==> src/rtl/complex_fir_coeff_loader_pkg.sv <==
// complex_fir_coeff_loader_pkg -- shared widths, limits and FSM encoding for the coefficient loader.
// Revision: 1.0
`default_nettype none

package complex_fir_coeff_loader_pkg;

  localparam int COEFF_WIDTH = 18;
  localparam int MAX_TAPS    = 1023;
  localparam int CNT_WIDTH   = 10;

  typedef enum logic [1:0] {
    IDLE = 2'd0,
    LOAD = 2'd1,
    RUN  = 2'd2
  } state_e;

  // Smallest address width able to index a store of the given depth (never zero).
  function automatic int addr_width(input int taps);
    return (taps > 1) ? $clog2(taps) : 1;
  endfunction

endpackage

`default_nettype wire

==> src/rtl/complex_coeff_ram.sv <==
// complex_coeff_ram -- dual Re/Im coefficient arrays, synchronous write, registered read.
// Revision: 1.0
`default_nettype none

module complex_coeff_ram #(
  parameter int LENGTH     = 20,
  parameter int DATA_WIDTH = 18,
  parameter int ADDR_W     = 5
) (
  input  logic                  clk_i,
  input  logic                  wr_en_i,
  input  logic [ADDR_W-1:0]     wr_addr_i,
  input  logic [DATA_WIDTH-1:0] wr_re_i,
  input  logic [DATA_WIDTH-1:0] wr_im_i,
  input  logic                  rd_en_i,
  input  logic [ADDR_W-1:0]     rd_addr_i,
  output logic [DATA_WIDTH-1:0] rd_re_o,
  output logic [DATA_WIDTH-1:0] rd_im_o
);

  logic [DATA_WIDTH-1:0] mem_re_q [0:LENGTH-1];
  logic [DATA_WIDTH-1:0] mem_im_q [0:LENGTH-1];
  logic [DATA_WIDTH-1:0] rd_re_q;
  logic [DATA_WIDTH-1:0] rd_im_q;

  // Storage is deliberately left out of reset so it maps onto block RAM.
  always_ff @(posedge clk_i) begin
    if (wr_en_i) begin
      mem_re_q[wr_addr_i] <= wr_re_i;
      mem_im_q[wr_addr_i] <= wr_im_i;
    end
  end

  always_ff @(posedge clk_i) begin
    if (rd_en_i) begin
      rd_re_q <= mem_re_q[rd_addr_i];
      rd_im_q <= mem_im_q[rd_addr_i];
    end
  end

  assign rd_re_o = rd_re_q;
  assign rd_im_o = rd_im_q;

endmodule

`default_nettype wire

==> src/rtl/complex_fir_coeff_loader.sv <==
// complex_fir_coeff_loader -- owns the complex FIR coefficient store and streams it into the filter.
// Revision: 1.0
`default_nettype none

module complex_fir_coeff_loader
  import complex_fir_coeff_loader_pkg::*;
#(
  parameter int LENGTH     = 20,
  parameter int DATA_WIDTH = COEFF_WIDTH
) (
  input  logic                  clock,
  input  logic                  reset_n,
  input  logic                  hostWrEn,
  input  logic [CNT_WIDTH-1:0]  hostAddr,
  input  logic [DATA_WIDTH-1:0] hostCoeffRe,
  input  logic [DATA_WIDTH-1:0] hostCoeffIm,
  output logic                  hostWrReject,
  input  logic                  loadReq,
  output logic                  loadBusy,
  output logic                  coeffValid,
  output logic [DATA_WIDTH-1:0] coeffOutRe,
  output logic [DATA_WIDTH-1:0] coeffOutIm,
  output logic                  coeffSetFlag,
  output logic                  filterEnable
);

  localparam int                   ADDR_W   = addr_width(LENGTH);
  localparam logic [CNT_WIDTH-1:0] LAST_TAP = CNT_WIDTH'(LENGTH - 1);

  state_e               state_q, state_d;
  logic [CNT_WIDTH-1:0] cnt_q, cnt_d;
  logic                 done_q, done_d;
  logic                 valid_q, valid_d;
  logic                 reject_q, reject_d;
  logic                 wr_accept;
  logic                 rd_en;
  logic [DATA_WIDTH-1:0] rd_re;
  logic [DATA_WIDTH-1:0] rd_im;

  assign wr_accept = hostWrEn && (state_q != LOAD) && (hostAddr <= LAST_TAP);
  assign reject_d  = hostWrEn && !wr_accept;

  always_ff @(posedge clock or negedge reset_n) begin
    if (!reset_n) begin
      state_q  <= IDLE;
      cnt_q    <= '0;
      done_q   <= 1'b0;
      valid_q  <= 1'b0;
      reject_q <= 1'b0;
    end else begin
      state_q  <= state_d;
      cnt_q    <= cnt_d;
      done_q   <= done_d;
      valid_q  <= valid_d;
      reject_q <= reject_d;
    end
  end

  // done_q marks that the last address has been issued; LOAD lingers one more
  // cycle so the final registered read beat leaves before RUN is entered.
  always_comb begin
    state_d = state_q;
    cnt_d   = cnt_q;
    done_d  = done_q;
    valid_d = 1'b0;
    rd_en   = 1'b0;
    case (state_q)
      IDLE, RUN: begin
        if (loadReq) begin
          state_d = LOAD;
          cnt_d   = '0;
          done_d  = 1'b0;
        end
      end
      LOAD: begin
        if (done_q) begin
          state_d = RUN;
        end else begin
          rd_en   = 1'b1;
          valid_d = 1'b1;
          if (cnt_q == LAST_TAP) begin
            done_d = 1'b1;
          end else begin
            cnt_d = cnt_q + 10'd1;
          end
        end
      end
      default: state_d = IDLE;
    endcase
  end

  complex_coeff_ram #(
    .LENGTH     (LENGTH),
    .DATA_WIDTH (DATA_WIDTH),
    .ADDR_W     (ADDR_W)
  ) u_ram (
    .clk_i     (clock),
    .wr_en_i   (wr_accept),
    .wr_addr_i (hostAddr[ADDR_W-1:0]),
    .wr_re_i   (hostCoeffRe),
    .wr_im_i   (hostCoeffIm),
    .rd_en_i   (rd_en),
    .rd_addr_i (cnt_q[ADDR_W-1:0]),
    .rd_re_o   (rd_re),
    .rd_im_o   (rd_im)
  );

  assign loadBusy     = (state_q == LOAD);
  assign coeffSetFlag = (state_q == RUN);
  assign filterEnable = (state_q == RUN);
  assign coeffValid   = valid_q;
  assign hostWrReject = reject_q;
  assign coeffOutRe   = valid_q ? rd_re : '0;
  assign coeffOutIm   = valid_q ? rd_im : '0;

endmodule

`default_nettype wire

==> config.mk <==
export PLATFORM = sky130hd
export DESIGN_NAME = complex_fir_coeff_loader
export DESIGN_NICKNAME = d
export VERILOG_FILES = /design/src/rtl/complex_fir_coeff_loader_pkg.sv /design/src/rtl/complex_coeff_ram.sv /design/src/rtl/complex_fir_coeff_loader.sv
export SDC_FILE = /design/constraint.sdc
export NUM_CORES = 1
export LEC_CHECK = 0
export CAP_MARGIN = 20
export CORE_MARGIN = 10
export CORE_UTILIZATION = 50
export DETAILED_ROUTE_END_ITERATION = 6
export HOLD_SLACK_MARGIN = 0.06
export PLACE_DENSITY_LB_ADDON = 0.25
export REMOVE_ABC_BUFFERS = 1
export SETUP_SLACK_MARGIN = 0.4
export SKIP_CTS_REPAIR_TIMING = 1
export SYNTH_ARGS = -nofsm -noshare
export SYNTH_HDL_FRONTEND = slang
export SYNTH_SLANG_ARGS = --single-unit
export TNS_END_PERCENT = 100
==> constraint.sdc <==
create_clock -name clock -period 4.6 [get_ports clock]
set_input_delay 1.15 -clock clock [delete_from_list [all_inputs] [get_ports clock]]
set_output_delay 1.15 -clock clock [all_outputs]
set_load 0.02 [all_outputs]
==> impl_metrics.csv, run 1 <==
group,metric,value,unit
run_status,status,"finished, final reports clean",
worst_setup_path,crit_path_start,"coeffValid",
routing,num_vias,14062,
clock_network,clock_path_buffers,3,
clock_network,clk_pin_slew,60,ps
worst_setup_path,r2r_end,"u_ram.rd_im_o[6]",
sta,hold_viol_final,0,
cells_and_area,postLayoutCellArea,34000,sq um
routing,met3WireLength,4.15,mm
sta,min_period_over_period,0.761,
global_route,antenna_found_initial,2,
worst_setup_path,reg2reg_slack,1660,ps
synth,syn_area_per_cell,21.4,sq um
sta,setup_viol_count_final,0,
clock_network,h-tree-depth,3,
pwr,p_switching,5.20,mW
pwr,power.density,553,nW/um^2
global_route,grt_max_degree,54,
job,maxCapViolCount,0,
floorplan,ioPinCount,91,
worst_setup_path,path_depth,2,
routing,dr.pass1.iters,5,
clock_network,tritoncts,"built",
pwr,internal-power,13.6,mW
synth,synthArstFlopShare,0.0195,
synth,ys_ff_latch,771,
sta,fmax,0.285,GHz
sta,worstMarginPinSlew,1140,ps
sta,maxSlewHeadroom,0.241,
synth,synthFlopType,"edfxtp_1",
hold_path,holdPathStages,1,
floorplan,rows,88,
worst_setup_path,ff2ff_path_depth,4,
cells_and_area,final_common_cell,"edfxtp_1",
cells_and_area,diodes,0,
worst_setup_path,cp.required,3450,ps
cells_and_area,instances_no_fill,2341,
routing,m1WireLength,26.6,mm
place,postPlaceCellArea,31700,sq um
synth,ys_types,49,
cells_and_area,fillers,4081,
hold_path,hp-class,"register to register",
pwr,p_seq_frac,0.446,
place,port_buffers,90,
worst_setup_path,crit_arrival,2350,ps
cells_and_area,mostFrequentLayoutCells,"756 x edfxtp_1, 145 x mux4_2, 90 x clkdlybuf4s50_1, 79 x clkbuf_16, 73 x mux2i_1",
routing,drt.antenna.violating_nets,0,
synth,syn_inst,1378,
place,dp_cells,2210,
cells_and_area,area_growth,15.4,%
routing,vias_per_cell,6.01,
synth,syn-cell-area,29400,sq um
global_route,grt_pass1_vias,14561,
clock_network,cts.sinks,771,
worst_setup_path,critPathSlowestCell,"dfrtp_2",
floorplan,start_util,0.507,
routing,drt_iter0_markers,1251,
worst_setup_path,slowest_delay,890,ps
pwr,swShare,0.277,
routing,top_layer,"met5",
place,place_congestion,0.743,
synth,synth-edff-count,756,
clock_network,numCtsBuffers,75,
worst_setup_path,cp-start-kind,"register",
synth,synth_warnings,0,
worst_setup_path,crit_end,"coeffOutIm[14]",
sta,fin_crit,3500,ps
floorplan,coreArea,58000,sq um
pwr,power_frac_clock,0.306,
sta,rsz0062_at_grt,"false",
global_route,grt-ovfl-total,0,
worst_setup_path,critPathKind,"register to output port",
floorplan,die_y,263,um
clock_network,cts-root-buf,"clkbuf_16",
pwr,ir_drop,0.518,mV
worst_setup_path,path_cells,"and2_1 -> clkdlybuf4s50_1",
worst_setup_path,cp_max_fo,37,
routing,wl_met2,31.3,mm
clock_network,clkLatencyLatePin,590,ps
routing,post-route-drc-count,0,
synth,seq_area_frac_synth,0.784,
worst_setup_path,end_kind,"output port",
routing,wire_per_inst,27.0,um
place,hpwlAfterDp,35.1,mm
sta,final_max_slew_viol_count,0,
routing,routed_wirelength,63.2,mm
cells_and_area,nNetsFinal,1573,
pwr,power_frac_comb,0.247,
pwr,p_leak,10.6,nW
worst_setup_path,crit_family,"flip-flops",
floorplan,die_x,263,um
global_route,grt_pass1_wl,95.2,mm
worst_setup_path,r2r_start,"cnt_q[1]",
cells_and_area,drive_gt1_frac,0.204,
global_route,grt_use_total,0.182,
worst_setup_path,path_buf_inv,1,
floorplan,dieArea,69000,sq um
sta,worst_clock_skew,18.3,ps
-- power by group through the flow --
stage	registers (mW)	logic, mW	clock network, mW
after floorplan	8.72	2.61	0
after global placement	8.53	4.70	0
after detailed placement	8.54	4.74	0
after CTS	8.39	4.76	5.87
after global routing	8.42	5.02	6.13
final	8.38	4.64	5.74
-- routing by layer --
layer	vias to the layer above	track usage
met5	-	0
met4	2	0.0510
met3	86	0.0314
met2	499	0.297
met1	7427	0.250
li1	6048	-
-- registers in the layout, indices dropped and copies added (netlist names) --
register        flops
u_ram.rd_re_o      18
u_ram.mem_im_q    360
u_ram.rd_im_o      18
hostWrReject        1
cnt_q              10
coeffValid          1
u_ram.mem_re_q    360
done_q              1
state_q             2
-- kinds of logic after synthesis --
kind of cell / synth area share
adder cells (fa/ha/maj): 0.000425
flip-flops: 0.784
XOR/XNOR: 0.000298
AND/OR/NAND/NOR: 0.0285
multiplexers: 0.136
buffers and inverters: 0.0136
AO/OA/AOI/OAI: 0.0369
-- per-stage QoR --
stage | hold slack [ps] | TNS [ps] | utilization | power [mW] | worst slack (ps)
2_1_floorplan | 473 | -294920 | - | 11.3 | -5030
3_3_place_gp | 493 | 0 | 0.546 | 13.2 | 769
3_5_place_dp | 505 | 0 | 0.546 | 13.3 | 706
4_1_cts | 513 | 0 | 0.585 | 19.0 | 941
5_1_grt | 555 | 0 | 0.585 | 19.6 | 891
6_report | 520 | 0 | 0.585 | 18.8 | 1100
-- final cells by class --
class / instances / area [sq um] / area share
timing repair buffer: 143 / 1510 / 0.0445
multi-input combinational: 528 / 6110 / 0.180
clock buffer: 105 / 2070 / 0.0611
sequential: 771 / 23100 / 0.680
tap: 765 / 957 / 0.0282
clock inverter: 26 / 194 / 0.00571
inverter: 3 / 11.3 / 0.000332
-- worst min-delay path by stage --
stage / endpoint / start
final: cnt_q[8] / cnt_q[8]
after global routing: cnt_q[8] / cnt_q[8]
after CTS: cnt_q[8] / cnt_q[8]
after detailed placement: cnt_q[8] / cnt_q[8]
after global placement: cnt_q[8] / cnt_q[8]
after floorplan: cnt_q[8] / cnt_q[8]
-- cell usage after synthesis (8+ instances only) --
master | instances | share of area
buf_4 | 13 | 0.0033
buf_2 | 24 | 0.0041
mux4_2 | 145 | 0.11
nand2_1 | 9 | 0.0011
a22oi_1 | 35 | 0.0089
a211oi_1 | 35 | 0.0089
mux2i_1 | 73 | 0.025
dfrtp_1 | 15 | 0.013
o22ai_1 | 35 | 0.0074
nor2b_1 | 39 | 0.0083
o21ai_0 | 8 | 0.0014
clkbuf_1 | 31 | 0.0040
nor2_1 | 22 | 0.0028
and2_1 | 38 | 0.0081
edfxtp_1 | 756 | 0.77
a21oi_1 | 38 | 0.0065
Note: power is estimated with default switching activity, not from simulation.
==> run 2, diff against run 1 <==
clock period = 2.9 ns   (was 4.6 ns; I/O delays follow)
==> run 2 against run 1 <==
Net effect:
- total power rose by 64%
- clock skew up 6.7 ps
- register-to-register slack lost 1200 ps
- clock power grew 66%
- global-route usage increased by 0.93 points
- die area unchanged
- flip-flop and latch count unchanged
- largest power group unchanged
==> impl_metrics.csv, run 2 (synthesis results as in run 1) <==
group,metric,value,unit
run_status,status,"finished, final reports clean",
floorplan,dieArea,69000,sq um
global_route,grt_max_degree,43,
clock_network,clock_path_buffers,3,
routing,drt_iter0_markers,1390,
floorplan,rows,88,
worst_setup_path,reg2reg_slack,470,ps
pwr,power.density,876,nW/um^2
floorplan,coreArea,58000,sq um
worst_setup_path,critPathKind,"input pin to register",
place,port_buffers,90,
pwr,p_leak,11.6,nW
hold_path,hp-class,"register to register",
place,dp_cells,2276,
clock_network,cts-root-buf,"clkbuf_16",
clock_network,numCtsBuffers,78,
sta,worstMarginPinSlew,892,ps
floorplan,die_y,263,um
clock_network,h-tree-depth,3,
sta,rsz0062_at_grt,"false",
sta,setup_viol_count_final,0,
clock_network,clkLatencyLatePin,610,ps
cells_and_area,mostFrequentLayoutCells,"756 x edfxtp_1, 145 x mux4_2, 86 x buf_4, 82 x clkbuf_16, 73 x mux2i_1",
sta,min_period_over_period,0.848,
sta,hold_viol_final,0,
worst_setup_path,r2r_end,"u_ram.mem_re_q[4][16]",
pwr,ir_drop,0.532,mV
cells_and_area,top_regs,"u_ram.mem_im_q x360, u_ram.mem_re_q x360",
worst_setup_path,r2r_start,"state_q[1]",
floorplan,ioPinCount,91,
job,maxCapViolCount,0,
cells_and_area,area_growth,19.2,%
routing,dr.pass1.iters,6,
global_route,antenna_found_initial,1,
cells_and_area,diodes,0,
routing,vias_per_cell,5.91,
worst_setup_path,cp.required,3210,ps
clock_network,tritoncts,"built",
cells_and_area,final_common_cell,"edfxtp_1",
routing,num_vias,14334,
global_route,grt_pass1_wl,99.1,mm
place,hpwlAfterDp,41.6,mm
routing,post-route-drc-count,0,
worst_setup_path,cp-start-kind,"input pin",
worst_setup_path,crit_end,"u_ram.mem_re_q[4][16]",
sta,final_max_slew_viol_count,0,
clock_network,clk_pin_slew,60,ps
cells_and_area,final_util,0.604,
worst_setup_path,cp_max_fo,9,
global_route,grt_use_total,0.191,
worst_setup_path,crit_path_start,"hostAddr[6]",
sta,fmax,0.407,GHz
floorplan,die_x,263,um
cells_and_area,nNetsFinal,1650,
worst_setup_path,crit_arrival,2770,ps
routing,routed_wirelength,67.6,mm
worst_setup_path,end_kind,"register",
global_route,grt_pass1_vias,14912,
routing,wire_per_inst,27.9,um
routing,drt.antenna.violating_nets,0,
clock_network,cts.sinks,771,
global_route,grt-ovfl-total,0,
sta,fin_tns_setup,0,ps
cells_and_area,instances_no_fill,2425,
worst_setup_path,ff2ff_path_depth,9,
sta,fin_crit,2460,ps
sta,worst_clock_skew,25.1,ps
place,place_congestion,0.811,
cells_and_area,drive_gt1_frac,0.254,
floorplan,start_util,0.507,
sta,maxSlewHeadroom,0.404,
[run 2: cell count changes in the layout (fill, tap and decap cells not counted), moves of 2 or more]
cell,previous run,this run
a211oi_1,35,32
a211oi_2,0,3
buf_12,17,35
buf_4,36,86
buf_6,0,4
clkbuf_1,26,16
clkbuf_16,79,82
clkdlybuf4s50_1,90,46
clkinv_2,7,18
clkinv_8,0,2
clkinvlp_4,1,5
dlymetal6s2s_1,0,44
[run 2: worst min path at each step]
stage             start  endpoint  slack [ps]  cells after the start
6_report       cnt_q[8]  cnt_q[8]         530                      1
3_5_place_dp   cnt_q[8]  cnt_q[8]         520                      1
5_1_grt        cnt_q[8]  cnt_q[8]         550                      1
3_3_place_gp   cnt_q[8]  cnt_q[8]         500                      1
2_1_floorplan   reset_n  cnt_q[0]         430                      0
4_1_cts        cnt_q[8]  cnt_q[8]         530                      1
[run 2: area by class of cell]
| cell class | count | area (sq um) |
|---|---|---|
| sequential | 771 | 23100 |
| multi-input combinational | 528 | 6140 |
| fill | 4022 | 22900 |
| timing repair buffer | 217 | 2440 |
| tap | 765 | 957 |
| clock inverter | 44 | 342 |
| inverter | 3 | 11.3 |
| clock buffer | 97 | 2090 |
[run 2: layer usage]
metal / GRT usage / share of wire / up-vias
met2: 0.317 / 0.51 / 470
met1: 0.253 / 0.41 / 7577
met5: 0 / 0 / -
met3: 0.0322 / 0.055 / 88
li1: - / - / 6199
met4: 0.0659 / 0.025 / 0
[run 2: critical path, stage by stage]
cell and delay (ps):
dlymetal6s2s_1 120, or4_4 560, nor4_4 210, buf_4 180
nand3b_1 100, buf_6 130, nor3_4 320, buf_4 210
buf_6 200
[run 2: metrics by stage]
step / hold WS, ps / power, mW / cell area [sq um] / setup WS (ps)
4_1_cts: 531 / 31.1 / 34800 / -134
3_3_place_gp: 503 / 21.5 / 32400 / -291
3_5_place_dp: 519 / 21.6 / 32400 / -268
2_1_floorplan: 429 / 17.3 / 29000 / -6730
5_1_grt: 546 / 32.0 / 35100 / 401
6_report: 532 / 30.7 / 35100 / 442
[run 2: power by group]
part / switching [mW] / total (mW) / internal, mW
logic: 4.38 / 8.06 / 3.68
registers: 0.291 / 13.1 / 12.8
clock network: 4.06 / 9.53 / 5.47
==> run 3, diff against run 2 <==
clock period = 2.4 ns   (was 2.9 ns; I/O delays follow)
==> run 3 against run 2 <==
Net effect:
- worst setup slack worse by 270 ps
- flip-flop and latch count unchanged
- global-route usage up 0.20 points
- worst hold slack worse by 230 ps
- final cell count up 2.7%
- clock skew down 5.2 ps
- total power up 24%
- count of clock-buffer cells in the layout down 2
- largest cell class unchanged
- highest routed layer unchanged
==> impl_metrics.csv, run 3 (synthesis results as in run 1) <==
group,metric,value,unit
global_route,grt_pass1_wl,101,mm
global_route,grt-ovfl-total,0,
worst_setup_path,cp-start-kind,"register",
routing,dr.pass1.iters,5,
routing,post-route-drc-count,0,
routing,vias_per_cell,5.95,
floorplan,die_y,263,um
cells_and_area,area_growth,21.4,%
pwr,power.density,1070,nW/um^2
sta,worstMarginPinSlew,526,ps
place,place_congestion,0.787,
worst_setup_path,critPathKind,"register to register",
pwr,ir_drop,0.602,mV
sta,final_max_slew_viol_count,0,
worst_setup_path,crit_path_start,"state_q[0]",
sta,fmax,0.450,GHz
cells_and_area,drive_gt1_frac,0.308,
cells_and_area,final_common_cell,"edfxtp_1",
routing,wire_per_inst,27.7,um
sta,worst_clock_skew,19.9,ps
clock_network,clkLatencyLatePin,610,ps
worst_setup_path,cp.required,2710,ps
hold_path,hp-class,"input pin to async pin",
sta,hold_viol_final,0,
cells_and_area,diodes,0,
global_route,grt_max_degree,73,
clock_network,clk_pin_slew,60,ps
routing,num_vias,14820,
place,hpwlAfterDp,42.0,mm
clock_network,clock_path_buffers,3,
global_route,antenna_found_initial,0,
clock_network,cts-root-buf,"clkbuf_16",
sta,rsz0062_at_grt,"true",
global_route,grt_use_total,0.193,
sta,final.setup.worst_slack,177,ps
floorplan,start_util,0.507,
sta,setup_viol_count_final,0,
clock_network,cts.sinks,771,
cells_and_area,mostFrequentLayoutCells,"756 x edfxtp_1, 145 x mux4_2, 131 x buf_4, 84 x clkbuf_16, 72 x mux2i_1",
cells_and_area,nNetsFinal,1717,
pwr,p_leak,11.7,nW
worst_setup_path,r2r_start,"state_q[0]",
worst_setup_path,reg2reg_slack,180,ps
worst_setup_path,cp_max_fo,10,
floorplan,rows,88,
place,port_buffers,90,
sta,maxSlewHeadroom,0.649,
global_route,grt_pass1_vias,15691,
routing,drt.antenna.violating_nets,0,
sta,fin_tns_setup,0,ps
floorplan,ioPinCount,91,
floorplan,dieArea,69000,sq um
sta,min_period_over_period,0.926,
job,maxCapViolCount,0,
run_status,status,"finished, final reports clean",
routing,routed_wirelength,68.9,mm
worst_setup_path,crit_arrival,2530,ps
clock_network,numCtsBuffers,79,
floorplan,die_x,263,um
place,post-place-ws,-630,ps
worst_setup_path,end_kind,"register",
floorplan,coreArea,58000,sq um
cells_and_area,top_regs,"u_ram.mem_im_q x360, u_ram.mem_re_q x360",
routing,drt_iter0_markers,1314,
clock_network,h-tree-depth,3,
sta,fin_crit,2220,ps
worst_setup_path,ff2ff_path_depth,9,
clock_network,tritoncts,"built",
[run 3: cell count changes in the layout (fill, tap and decap cells not counted), moves of 4 or more]
cell            change
buf_4              +45
a211oi_1            -4
buf_12             +15
clkbuf_2           +33
buf_6               +4
clkinv_2            -5
a211oi_2            +4
dlymetal6s2s_1     -34
bufinv_16           +4
[run 3: layout make-up]
cell class / instances / area (sq um)
multi-input cells: 528 / 6190
repair buffers: 283 / 2950
inverters: 3 / 11.3
fillers: 3956 / 22300
clock inverters: 45 / 480
well taps: 765 / 957
flip-flops and latches: 771 / 23100
clock buffers: 95 / 2060
[run 3: critical path: stages, from the launching register on]
cell	delay (ps)
dfrtp_2	430
nand2b_1	120
inv_2	80
nor4_4	270
buf_6	170
nand3b_1	210
buf_6	200
nor2_4	130
buf_4	150
buf_12	150
[run 3: routing by layer]
metal / global-route usage / share of wire / vias to the layer above
li1: - / - / 6331
met1: 0.252 / 0.40 / 7825
met2: 0.327 / 0.52 / 556
met3: 0.0301 / 0.057 / 108
met4: 0.0678 / 0.029 / 0
met5: 0 / 0 / -
[run 3: path summary, 6_finish.rpt]
path / to
max: u_ram.mem_im_q[6][7]
min: hostWrReject
max reg2reg: u_ram.mem_im_q[6][7]
min reg2reg: cnt_q[8]
max in group asynchronous: cnt_q[0]
min in group clock: hostWrReject
[run 3: through the flow]
stage           util  cell area [sq um]  power, mW  cells  hold slack (ps)
3_5_place_dp   0.567              32900       26.7   2331              503
3_3_place_gp   0.567              32900       26.7   2331              498
5_1_grt        0.616              35700       39.8   2490              318
4_1_cts        0.611              35400       38.7   2471              291
6_report       0.616              35700       38.2   2490              300
2_1_floorplan      -              29000       20.6   1302              304
[run 3: power breakdown]
| part | switching [mW] | internal [mW] | leakage, nW |
|---|---|---|---|
| Sequential | 0.208 | 15.5 | 7.03 |
| Clock | 5.02 | 7.01 | 1.24 |
| Combinational | 5.62 | 4.86 | 3.44 |
| Total | 10.8 | 27.4 | 11.7 |
